`src/rtl/dec_seq_pkg.sv`:
```
// Shared types and constants for the decoder code sequencer.
package dec_seq_pkg;

    typedef enum logic [1:0] {
        IDLE  = 2'b00,
        RUN   = 2'b01,
        PAUSE = 2'b10
    } state_t;

    localparam int DIV_DEFAULT = 25_000_000;

endpackage

```
`src/rtl/dec_seq_prescaler.sv`:
```
// Free-running divider that pulses tick on the cycle its count reaches DIV-1.
module dec_seq_prescaler
    import dec_seq_pkg::*;
#(
    parameter int DIV = DIV_DEFAULT
) (
    input  logic clk,
    input  logic rst,
    input  logic clr,
    input  logic en,
    output logic tick
);

    localparam int CW = $clog2(DIV);
    localparam logic [CW-1:0] LAST = CW'(DIV - 1);

    logic [CW-1:0] cnt;

    assign tick = en && (cnt == LAST);

    // Count register; clear beats enable so a state change always restarts the period
    always_ff @(posedge clk or posedge rst) begin
        if (rst) begin
            cnt <= {CW{1'b0}};
        end else if (clr) begin
            cnt <= {CW{1'b0}};
        end else if (en) begin
            if (cnt == LAST) begin
                cnt <= {CW{1'b0}};
            end else begin
                cnt <= cnt + CW'(1);
            end
        end else begin
            cnt <= cnt;
        end
    end

endmodule

```
`src/rtl/dec_code_sequencer.sv`:
```
// Generates the decoder's binary code and enable from start/stop/step buttons,
// auto-advancing at a prescaled rate in RUN and single-stepping in PAUSE.
module dec_code_sequencer
    import dec_seq_pkg::*;
#(
    parameter int WIDTH = 4,
    parameter int DIV   = DIV_DEFAULT
) (
    input  logic             clk,
    input  logic             rst,
    input  logic             start,
    input  logic             stop,
    input  logic             step,
    input  logic             dir,
    output logic [WIDTH-1:0] binary_out,
    output logic             enable_out,
    output logic             code_tick
);

    state_t state, state_next;
    logic   start_d, stop_d, step_d;
    logic   start_e, stop_e, step_e;
    logic   adv, clear_code, pre_clr, pre_en, pre_tick;

    assign start_e = start & ~start_d;
    assign stop_e  = stop  & ~stop_d;
    assign step_e  = step  & ~step_d;

    // Stop in RUN removes the enable so a coincident prescaler tick cannot advance
    assign pre_en  = (state == RUN) & ~stop_e;
    assign pre_clr = (state_next != state);

    dec_seq_prescaler #(.DIV(DIV)) u_prescaler (
        .clk  (clk),
        .rst  (rst),
        .clr  (pre_clr),
        .en   (pre_en),
        .tick (pre_tick)
    );

    // Button history registers for rising-edge detection
    always_ff @(posedge clk or posedge rst) begin
        if (rst) begin
            start_d <= 1'b0;
            stop_d  <= 1'b0;
            step_d  <= 1'b0;
        end else begin
            start_d <= start;
            stop_d  <= stop;
            step_d  <= step;
        end
    end

    // Next-state and advance decode; stop outranks start outranks step
    always_comb begin
        state_next = state;
        adv        = 1'b0;
        clear_code = 1'b0;
        case (state)
            IDLE: begin
                if (start_e) begin
                    state_next = RUN;
                end else begin
                    state_next = IDLE;
                end
            end
            RUN: begin
                if (stop_e) begin
                    state_next = PAUSE;
                end else if (pre_tick) begin
                    adv = 1'b1;
                end else begin
                    state_next = RUN;
                end
            end
            PAUSE: begin
                if (stop_e) begin
                    state_next = IDLE;
                    clear_code = 1'b1;
                end else if (start_e) begin
                    state_next = RUN;
                end else if (step_e) begin
                    adv = 1'b1;
                end else begin
                    state_next = PAUSE;
                end
            end
            default: begin
                state_next = IDLE;
                clear_code = 1'b1;
            end
        endcase
    end

    // State, code and registered outputs
    always_ff @(posedge clk or posedge rst) begin
        if (rst) begin
            state      <= IDLE;
            binary_out <= {WIDTH{1'b0}};
            enable_out <= 1'b0;
            code_tick  <= 1'b0;
        end else begin
            state      <= state_next;
            enable_out <= (state_next != IDLE);
            code_tick  <= adv;
            if (clear_code) begin
                binary_out <= {WIDTH{1'b0}};
            end else if (adv) begin
                binary_out <= dir ? (binary_out - WIDTH'(1)) : (binary_out + WIDTH'(1));
            end else begin
                binary_out <= binary_out;
            end
        end
    end

endmodule

```
`config.mk`:
```
export PLATFORM = sky130hd
export DESIGN_NAME = dec_code_sequencer
export DESIGN_NICKNAME = d
export VERILOG_FILES = /design/src/rtl/dec_seq_pkg.sv /design/src/rtl/dec_seq_prescaler.sv /design/src/rtl/dec_code_sequencer.sv
export SDC_FILE = /design/constraint.sdc
export NUM_CORES = 1
export LEC_CHECK = 0
export BUFFER_PORTS_ARGS = -buffer_cell sky130_fd_sc_hd__buf_2
export CELL_PAD_IN_SITES_DETAIL_PLACEMENT = 0
export CELL_PAD_IN_SITES_GLOBAL_PLACEMENT = 2
export CORE_ASPECT_RATIO = 1.4
export CORE_MARGIN = 3
export CORE_UTILIZATION = 30
export CTS_CLUSTER_DIAMETER = 150
export DETAILED_ROUTE_END_ITERATION = 10
export HOLD_SLACK_MARGIN = 0.15
export PLACE_DENSITY = 0.63
export SLEW_MARGIN = 5
export SYNTH_ARGS = -nofsm -noshare
export SYNTH_HDL_FRONTEND = slang
export SYNTH_SLANG_ARGS = --single-unit
```
`constraint.sdc`:
```
create_clock -name clk -period 6.9 [get_ports clk]
set_input_delay 1.38 -clock clk [delete_from_list [all_inputs] [get_ports clk]]
set_output_delay 1.38 -clock clk [all_outputs]
set_load 0.01 [all_outputs]
```
==> run metrics, run 1 <==
drt first pass iters=4; hold_ws=0.5404 ns; setup bufs post-CTS=0; Synth Area per Inst=9.618 um^2; final-stage net count=244; Power per Cell Area=263.5 mW/mm^2; Die W=76.49 um; path depth of the worst reg2reg path=8; Worst Skew=0.008083 ns; Slew HR=0.5842; Starting Density=0.3135; part of the Yosys area used for sequential elements=0.4317; die area=0.008007 mm^2; Synth Register Bits=36; Hold Fails Final Rpt=0; Die Span Y=104.7 um; max incr delay on CP=0.43 ns; H-tree Lvls=2; clock period minus worst slack=2.936 ns; # fillers=733; ANT cells=0; setup TNS=0 ns; hold buffers post-CTS=0; IO Port Bufs=11; Synth Net Count=231; first-pass GRT wire length=8.293 mm; pre-CTS WS=3.641 ns; Yosys cell types=46; Root Buffer=clkbuf_8; Vias/cell=4.944; Critical Path RT=7.06 ns; Post-synth EDFFs=0; critical path launch point type=input pin; clk slew on worst S/H paths=0.08 ns; max-slew violation count=0; post-cts sizing count=0; Final Setup Violations=0; IO Pins=12; initial antenna violation count=0; WL/cell=14.85 um; Post-DRT Antenna Nets=0; final worst path period share=0.4255; all-layer global routing usage=0.1296; most common cell after layout, fill and taps aside=dfrtp_1; GPL Wtd Cong=0.7432; Max Fclk=0.3406 GHz; Mapped Area=0.002087 mm^2; worst vdd ir=0.09467 mV; Clock Path Buffers=2; area of the core=0.006656 mm^2; most frequent cells in the layout=36 x dfrtp_1, 24 x nor2_1, 17 x nand2_1, 13 x nor3_1; largest net degree at the start of global routing=37; share of flip-flops with an asynchronous set or reset=1.000; Synthesis Warnings=0; CP max-delay cell=or3_1; crit end category=flip-flop; area grow syn2layout=11.39%; worst-path cell chain=buf_2 > nand2b_1 > nand2_1 > or3_1 > o211ai_2 > a311o_1 > buf_4 > nor2_1; # clock sinks=36; run status=finished clean; PnR worst setup slack=3.964 ns; vias in the first global route=1615; CP Max Fanout=25; RSZ-0062 raised after global routing=no; layout cells sized above 1=0.1688; Iter 0 DRT Violations=47; Crit path arrival time=3.09 ns; Routed WL=4.796 mm; Max-Cap Viols=0; Final HPWL DP=3.426 mm; HP Class=reg2reg; Main synth FF type=dfrtp_1; GR Overflow Total=0; worst slew pin tran=0.6181 ns; hold-critical path depth=2; critical path type=in2reg; Vias=1597; Static Leak=0.9887 nW; post-synthesis instance total=217; Clock Latency Late Sink=0.29 ns; Post-route DRC=0; Rows=35; CTS tree=yes; CTS buffer count=5
[power by group]
part | leakage [nW] | internal (W) | switching, W | total (W)
Combinational | 0.447 | 0.0000681 | 0.000137 | 0.000205
Sequential | 0.490 | 0.000229 | 0.0000213 | 0.000251
Clock | 0.0510 | 0.0000797 | 0.0000768 | 0.000156
Total | 0.989 | 0.000377 | 0.000235 | 0.000612
[stage by stage]
stage	cells	utilization	total power (W)	area [um^2]
floorplan	217	-	0.0004308	2087
global placement	315	0.3353	0.0004656	2232
detailed placement	315	0.3353	0.0004654	2232
CTS	323	0.3492	0.0006273	2325
global route	323	0.3492	0.0006635	2325
finish	323	0.3492	0.0006125	2325
[cell usage after synthesis, types with 2 or more instances]
master    instances  area [um^2]
and2_1            2        12.51
a21oi_1           8        40.04
nand4_1           7        43.79
nand2b_1          3        18.77
nor2_1           24        90.09
nor3_1           14        70.07
nor4_1            4        25.02
a31oi_1           3        18.77
nor3_2            5        50.05
or3_1             4        25.02
and3_1            5        31.28
a21o_1            3        22.52
nand2_1          17        63.81
inv_1             5        18.77
o211ai_1          2        15.01
nand3_1           8        40.04
buf_6             3        33.78
o21ai_0           6        30.03
xor2_1           10        87.58
or2_2             3        18.77
ha_1              7        87.58
clkbuf_1          4        15.01
a211o_1           2        17.52
dfrtp_1          36        900.9
xnor2_1          11        96.34
[critical path, delay by kind of cell]
kind | cells | cell delay, ns
compound gates | 2 | 0.29
buf+inv | 2 | 0.42
simple gates | 4 | 1.00
[sequential cells by signal (all words and copies together), names as in the netlist]
signal	cells
step_d	1
code_tick	1
u_prescaler.cnt	25
stop_d	1
start_d	1
state	2
enable_out	1
binary_out	4
[layer usage]
metal | up-vias | global-route usage | part of all wire
li1 | 796 | - | -
met1 | 779 | 0.1575 | 0.45
met2 | 17 | 0.2277 | 0.51
met3 | 5 | 0.02672 | 0.023
met4 | 0 | 0.04016 | 0.014
met5 | - | 0 | 0
[cell families (layout without fill, tap and decap cells)]
logic type / count (synthesis) / count (layout) / share of synthesized area
simple gates: 106 / 106 / 0.2842
flops: 36 / 36 / 0.4317
compound gates: 32 / 32 / 0.1055
xor+xnor: 21 / 21 / 0.08813
buf+inv: 13 / 27 / 0.03417
fa+ha+maj: 8 / 8 / 0.05156
mux: 1 / 1 / 0.004796
[area by class of cell]
cell class,count,area [um^2],share of cell area
Clock buffer,6,82.58,0.03552
Tap cell,92,115.1,0.04952
Sequential cell,36,900.9,0.3875
Clock inverter,2,10.01,0.004306
Multi-Input combinational cell,168,1120,0.4817
Inverter,5,18.77,0.008073
Timing Repair Buffer,14,77.57,0.03337
[final timing paths]
kind,startpoint,endpoint,slack [ns]
worst max-delay path,stop,u_prescaler.cnt[20],3.96
worst min-delay path,binary_out[3],binary_out[3],0.54
worst max register to register,state[1],u_prescaler.cnt[20],4.41
worst min register to register,binary_out[3],binary_out[3],0.54
max in group asynchronous,rst,u_prescaler.cnt[1],5.37
min in group asynchronous,rst,binary_out[1],1.19
(Power assumes the default switching activity.)
==> run 2: changes to the inputs <==
--- a/config.mk
+++ b/config.mk
@@ -5,6 +5,7 @@
 export SDC_FILE = /design/constraint.sdc
 export NUM_CORES = 1
 export LEC_CHECK = 0
+export ABC_AREA = 1
 export BUFFER_PORTS_ARGS = -buffer_cell sky130_fd_sc_hd__buf_2
 export CELL_PAD_IN_SITES_DETAIL_PLACEMENT = 0
 export CELL_PAD_IN_SITES_GLOBAL_PLACEMENT = 2
@@ -14,7 +15,7 @@
 export CTS_CLUSTER_DIAMETER = 150
 export DETAILED_ROUTE_END_ITERATION = 10
 export HOLD_SLACK_MARGIN = 0.15
-export PLACE_DENSITY = 0.63
+export PLACE_DENSITY = 0.67
 export SLEW_MARGIN = 5
 export SYNTH_ARGS = -nofsm -noshare
 export SYNTH_HDL_FRONTEND = slang
==> constraint.sdc (replaced) <==
create_clock -name clk -period 3 [get_ports clk]
set_input_delay 0.6 -clock clk [delete_from_list [all_inputs] [get_ports clk]]
set_output_delay 0.6 -clock clk [all_outputs]
set_load 0.01 [all_outputs]
==> run metrics, run 2 <==
run status=finished clean; # clock sinks=36; all-layer global routing usage=0.1462; Starting Density=0.3165; Rows=36; initial antenna violation count=0; PnR worst setup slack=0.8210 ns; # placed instances=390; Biggest register=u_prescaler.cnt; Die Span Y=108.5 um; GPL Wtd Cong=0.7583; Post-synth top cells=63 x nand2_1, 41 x inv_1, 36 x dfrtp_1; Routed WL=5.499 mm; crit end category=flip-flop; internal reg-to-reg setup slack=0.82 ns; Synthesis Warnings=0; Max-Cap Viols=0; worst vdd ir=0.2886 mV; most common cell in the synthesized netlist=nand2_1; Static Leak=1.121 nW; CP Max Fanout=11; ANT cells=0; Vias=1798; non-filler cells, final=398; Main synth FF type=dfrtp_1; share of flip-flops with an asynchronous set or reset=1.000; Worst Skew=0.007317 ns; ranking of synthesized cells by area=dfrtp_1 40%, nand2_1 11%, inv_1 6.8%; Final Setup Violations=0; Clock Path Buffers=2; critical path type=reg2reg; IO Port Bufs=11; H-tree Lvls=2; Crit path arrival time=2.41 ns; final worst path period share=0.7263; worst slew pin tran=0.5959 ns; area grow syn2layout=11.78%; register area=900.9 um^2; Hold Fails Final Rpt=0; largest net degree at the start of global routing=37; Post-DRT Antenna Nets=0; die area=0.008598 mm^2; Mapped Area=0.002252 mm^2; clock period minus worst slack=2.179 ns; hold buffers post-CTS=0; max-slew violation count=0; Vias/cell=4.518; hold_ws=0.4159 ns; grt met3 use=0.02500; Iter 0 DRT Violations=80; Clock Latency Late Sink=0.30 ns; drt first pass iters=4; multi-input logic area=0.001159 mm^2; Critical Path RT=3.23 ns; most frequent cells in the layout=63 x nand2_1, 41 x inv_1, 36 x dfrtp_1, 22 x nor2_1, 16 x nor2_2; Post-route DRC=0; Die W=79.23 um; Synth Net Count=298; Top Usage Layer GRT=met2; Root Buffer=clkbuf_8; clk slew on worst S/H paths=0.08 ns; IO Pins=12; share of the synthesized area in the top cell type=0.4000; pre-CTS WS=0.7291 ns; final-stage net count=316; Yosys top cell by area=dfrtp_1; Yosys cell types=32; post-synthesis instance total=284; vias in the first global route=1893; Final HPWL DP=4.156 mm; RSZ-0062 raised after global routing=no; CTS tree=yes; global routing usage on met2=0.2669; grt met1 use=0.1673; WL/cell=13.82 um; Synth Register Bits=36; setup bufs post-CTS=0; critical path launch point type=flip-flop; # fillers=800; Total Power=0.001560 W; most common cell after layout, fill and taps aside=nand2_1; Power per Cell Area=619.7 mW/mm^2; Slew HR=0.5986; layout cells sized above 1=0.1947; first-pass GRT wire length=9.480 mm; CTS buffer count=5; setup TNS=0 ns; area of the core=0.007117 mm^2; HP Class=in2async; part of the Yosys area used for sequential elements=0.4000; max reg flops=25; GR Overflow Total=0; Max Fclk=0.4589 GHz; post-cts sizing count=0; largest registers=u_prescaler.cnt (25), binary_out (4), state (2); Synth Area per Inst=7.930 um^2; Post-synth EDFFs=0
## run 2: layout make-up
class	instances	share of cell area
Clock inverter	2	0.003976
Timing Repair Buffer	15	0.03380
Clock buffer	6	0.03280
Multi-Input combinational cell	201	0.4602
Tap cell	95	0.04722
Sequential cell	36	0.3579
Inverter	43	0.06412
## run 2: where the power goes
group / switching, W / total [W] / internal (W)
Sequential: 0.0000493 / 0.000577 / 0.000528
Clock: 0.000189 / 0.000373 / 0.000184
Combinational: 0.000444 / 0.000610 / 0.000167
Total: 0.000682 / 0.00156 / 0.000878
## run 2: per-stage QoR
| step | util | area, um^2 |
|---|---|---|
| 2_1_floorplan | - | 2252 |
| 3_3_place_gp | 0.3407 | 2425 |
| 3_5_place_dp | 0.3407 | 2425 |
| 4_1_cts | 0.3537 | 2517 |
| 5_1_grt | 0.3537 | 2517 |
| 6_report | 0.3537 | 2517 |
## run 2: final timing paths
kind / endpoint / start / cells after the start
setup / recovery: u_prescaler.cnt[24] / state[0] / 10
hold / removal: binary_out[2] / rst / 3
setup reg to reg: u_prescaler.cnt[24] / state[0] / 10
hold reg to reg: binary_out[3] / binary_out[3] / 3
max in group asynchronous: state[0] / rst / 3
min in group clk: stop_d / stop / 1
## run 2: logic make-up after synthesis
family	count (synthesis)	synth area share
compound gates	26	0.07000
xor+xnor	17	0.07445
buf+inv	47	0.08555
fa+ha+maj	8	0.04778
simple gates	150	0.3222
flops	36	0.4000
## run 2: routing by layer
metal / share of wire / routed length [um]
met1: 0.42 / 2316
met4: 0.022 / 120
met5: 0 / 0
met2: 0.54 / 2943
met3: 0.021 / 118
## run 2: critical path, stage by stage, from the launching register on
cell and delay (ns):
dfrtp_1 0.50, inv_1 0.14, ha_1 0.21, nand3_1 0.08, o21ai_0 0.09, a21oi_1 0.16, nand2_2 0.09, nand2_4 0.09
xor2_4 0.20, nand3_2 0.35, nor2_1 0.20
==> run 3: changes to the inputs <==
--- a/config.mk
+++ b/config.mk
@@ -5,7 +5,7 @@
 export SDC_FILE = /design/constraint.sdc
 export NUM_CORES = 1
 export LEC_CHECK = 0
-export ABC_AREA = 1
+export ABC_AREA = 0
 export BUFFER_PORTS_ARGS = -buffer_cell sky130_fd_sc_hd__buf_2
 export CELL_PAD_IN_SITES_DETAIL_PLACEMENT = 0
 export CELL_PAD_IN_SITES_GLOBAL_PLACEMENT = 2
@@ -15,7 +15,7 @@
 export CTS_CLUSTER_DIAMETER = 150
 export DETAILED_ROUTE_END_ITERATION = 10
 export HOLD_SLACK_MARGIN = 0.15
-export PLACE_DENSITY = 0.67
+export PLACE_DENSITY = 0.66
 export SLEW_MARGIN = 5
 export SYNTH_ARGS = -nofsm -noshare
 export SYNTH_HDL_FRONTEND = slang
==> constraint.sdc (replaced) <==
create_clock -name clk -period 1.99 [get_ports clk]
set_input_delay 0.398 -clock clk [delete_from_list [all_inputs] [get_ports clk]]
set_output_delay 0.398 -clock clk [all_outputs]
set_load 0.01 [all_outputs]
==> run metrics, run 3 (synthesis gave the netlist of run 1 again) <==
max-slew violation count=0; internal reg-to-reg setup slack=-0.11 ns; all-layer global routing usage=0.1421; Crit path arrival time=2.31 ns; Sequential Power Share=0.334; vias in the first global route=1893; most common cell after layout, fill and taps aside=buf_4; Rows=35; setup TNS=-1.598 ns; Clk network pwr share=0.258; initial antenna violation count=0; Starting Density=0.3135; ANT cells=0; CP Max Fanout=25; Combinational Power Share=0.408; Slew HR=0.6833; Root Buffer=clkbuf_8; clk slew on worst S/H paths=0.08 ns; max incr delay on CP=0.53 ns; Biggest register=u_prescaler.cnt; area of the core=0.006656 mm^2; Critical Path RT=2.20 ns; Static Leak=1.295 nW; # clock sinks=36; HP Class=in2async; switch share=0.3636; most frequent cells in the layout=54 x buf_4, 36 x dfrtp_1, 24 x nor2_1, 15 x nand2_1, 11 x buf_2; Hold Fails Final Rpt=0; layout cells sized above 1=0.3789; Clock Path Buffers=2; worst-path cell chain=ha_2 > nand2_2 > or4_4 > nor2_8 > o211ai_2 > a311o_1 > buf_12 > nor3_1; # placed instances=366; Die Span Y=104.7 um; crit end category=flip-flop; final worst path period share=1.055; final-stage net count=298; RSZ-0062 raised after global routing=yes; Vias=1799; family with the most delay on the worst path=simple AND/OR/NAND/NOR gates; Power per Cell Area=886.0 mW/mm^2; largest registers=u_prescaler.cnt (25), binary_out (4), state (2); max reg flops=25; CTS tree=yes; GPL Wtd Cong=0.7503; Die W=76.49 um; Buf+Inv Stages, Crit Path=1; Max-Cap Viols=0; # fillers=703; Post-route DRC=0; clock period minus worst slack=2.100 ns; Vias/cell=4.772; non-filler cells, final=377; Clock Latency Late Sink=0.29 ns; die area=0.008007 mm^2; Final Setup Violations=28; drt first pass iters=4; IO Pins=12; Total Power=0.002521 W; net switching power=0.0009166 W; critical path type=reg2reg; critical path launch point type=flip-flop; Routed WL=5.237 mm; P_int=0.001604 W; hold_ws=0.2050 ns; final core utilization=0.4274; run status=finished, violations left; largest net degree at the start of global routing=37; IO Port Bufs=11; Max Fclk=0.4762 GHz; PnR worst setup slack=-0.1098 ns; CTS buffer count=5; H-tree Lvls=2; worst slew pin tran=0.4750 ns; worst vdd ir=0.4870 mV; area grow syn2layout=36.33%; WL/cell=13.89 um; Worst Skew=0.008220 ns; Iter 0 DRT Violations=38; Final HPWL DP=3.798 mm; CP max-delay cell=or4_4; failing checks=negative setup slack; first-pass GRT wire length=9.087 mm; Post-DRT Antenna Nets=0; GR Overflow Total=0
run 3: cell count changes in the layout (fill, tap and decap cells not counted), moves of 4 or more:
cell,previous run,this run
nand3_1,14,8
nor3_2,1,9
nand2_1,63,15
nand2_2,6,2
xnor2_1,3,10
and3_1,1,5
inv_1,41,4
buf_4,4,54
nor2_2,16,0
run 3: per-layer routing:
layer / GRT usage / up-vias / share of wire
met1: 0.1559 / 866 / 0.40
met2: 0.2704 / 24 / 0.56
li1: - / 904 / -
met3: 0.02586 / 5 / 0.025
met5: 0 / - / 0
met4: 0.04663 / 0 / 0.014
run 3: worst register-to-register path, delay by kind of cell (launching register included):
| kind | cells | cell delay, ns |
|---|---|---|
| buffers and inverters | 1 | 0.19 |
| DFF | 1 | 0.35 |
| adders and majority gates | 1 | 0.19 |
| and+or+nand+nor | 4 | 0.91 |
| AOI/OAI and AO/OA | 2 | 0.40 |
run 3: per-stage QoR:
stage	worst slack, ns	area [um^2]
floorplan	-0.1917	2093
global placement	-0.1047	2630
detailed placement	-0.1528	2630
CTS	-0.1280	2798
global route	-0.2149	2845
finish	-0.1098	2845
run 3: final timing paths:
path	start	end	cells after the start
worst max-delay path	u_prescaler.cnt[0]	u_prescaler.cnt[19]	8
worst min-delay path	rst	code_tick	3
worst max register to register	u_prescaler.cnt[0]	u_prescaler.cnt[19]	8
max in group asynchronous	rst	u_prescaler.cnt[2]	3
min in group clk	start	start_d	1
worst min register to register	binary_out[3]	binary_out[3]	2
run 3: timing repair:
| action | 4_1_cts | 5_1_grt |
|---|---|---|
| resized for setup | 13 | 6 |
| hold buffers | 0 | 0 |
| pin swaps | 4 | 6 |
| setup endpoints to repair | 29 | 30 |
| setup buffers | 1 | 2 |
run 3: final cells by class:
class | count | area, um^2 | area share
inverter | 5 | 18.77 | 0.006596
sequential | 36 | 900.9 | 0.3166
tap | 92 | 115.1 | 0.04046
multi-input combinational | 168 | 1200 | 0.4217
clock inverter | 2 | 35.03 | 0.01231
timing repair buffer | 68 | 503.0 | 0.1768
clock buffer | 6 | 72.57 | 0.02551
run 3: power by group through the flow:
stage	logic [W]	clock network, W	registers [W]
floorplan	0.000629	0	0.000887
global placement	0.000973	0	0.000852
detailed placement	0.000977	0	0.000855
CTS	0.00102	0.000681	0.000841
global route	0.00113	0.000714	0.000854
finish	0.00103	0.000649	0.000842
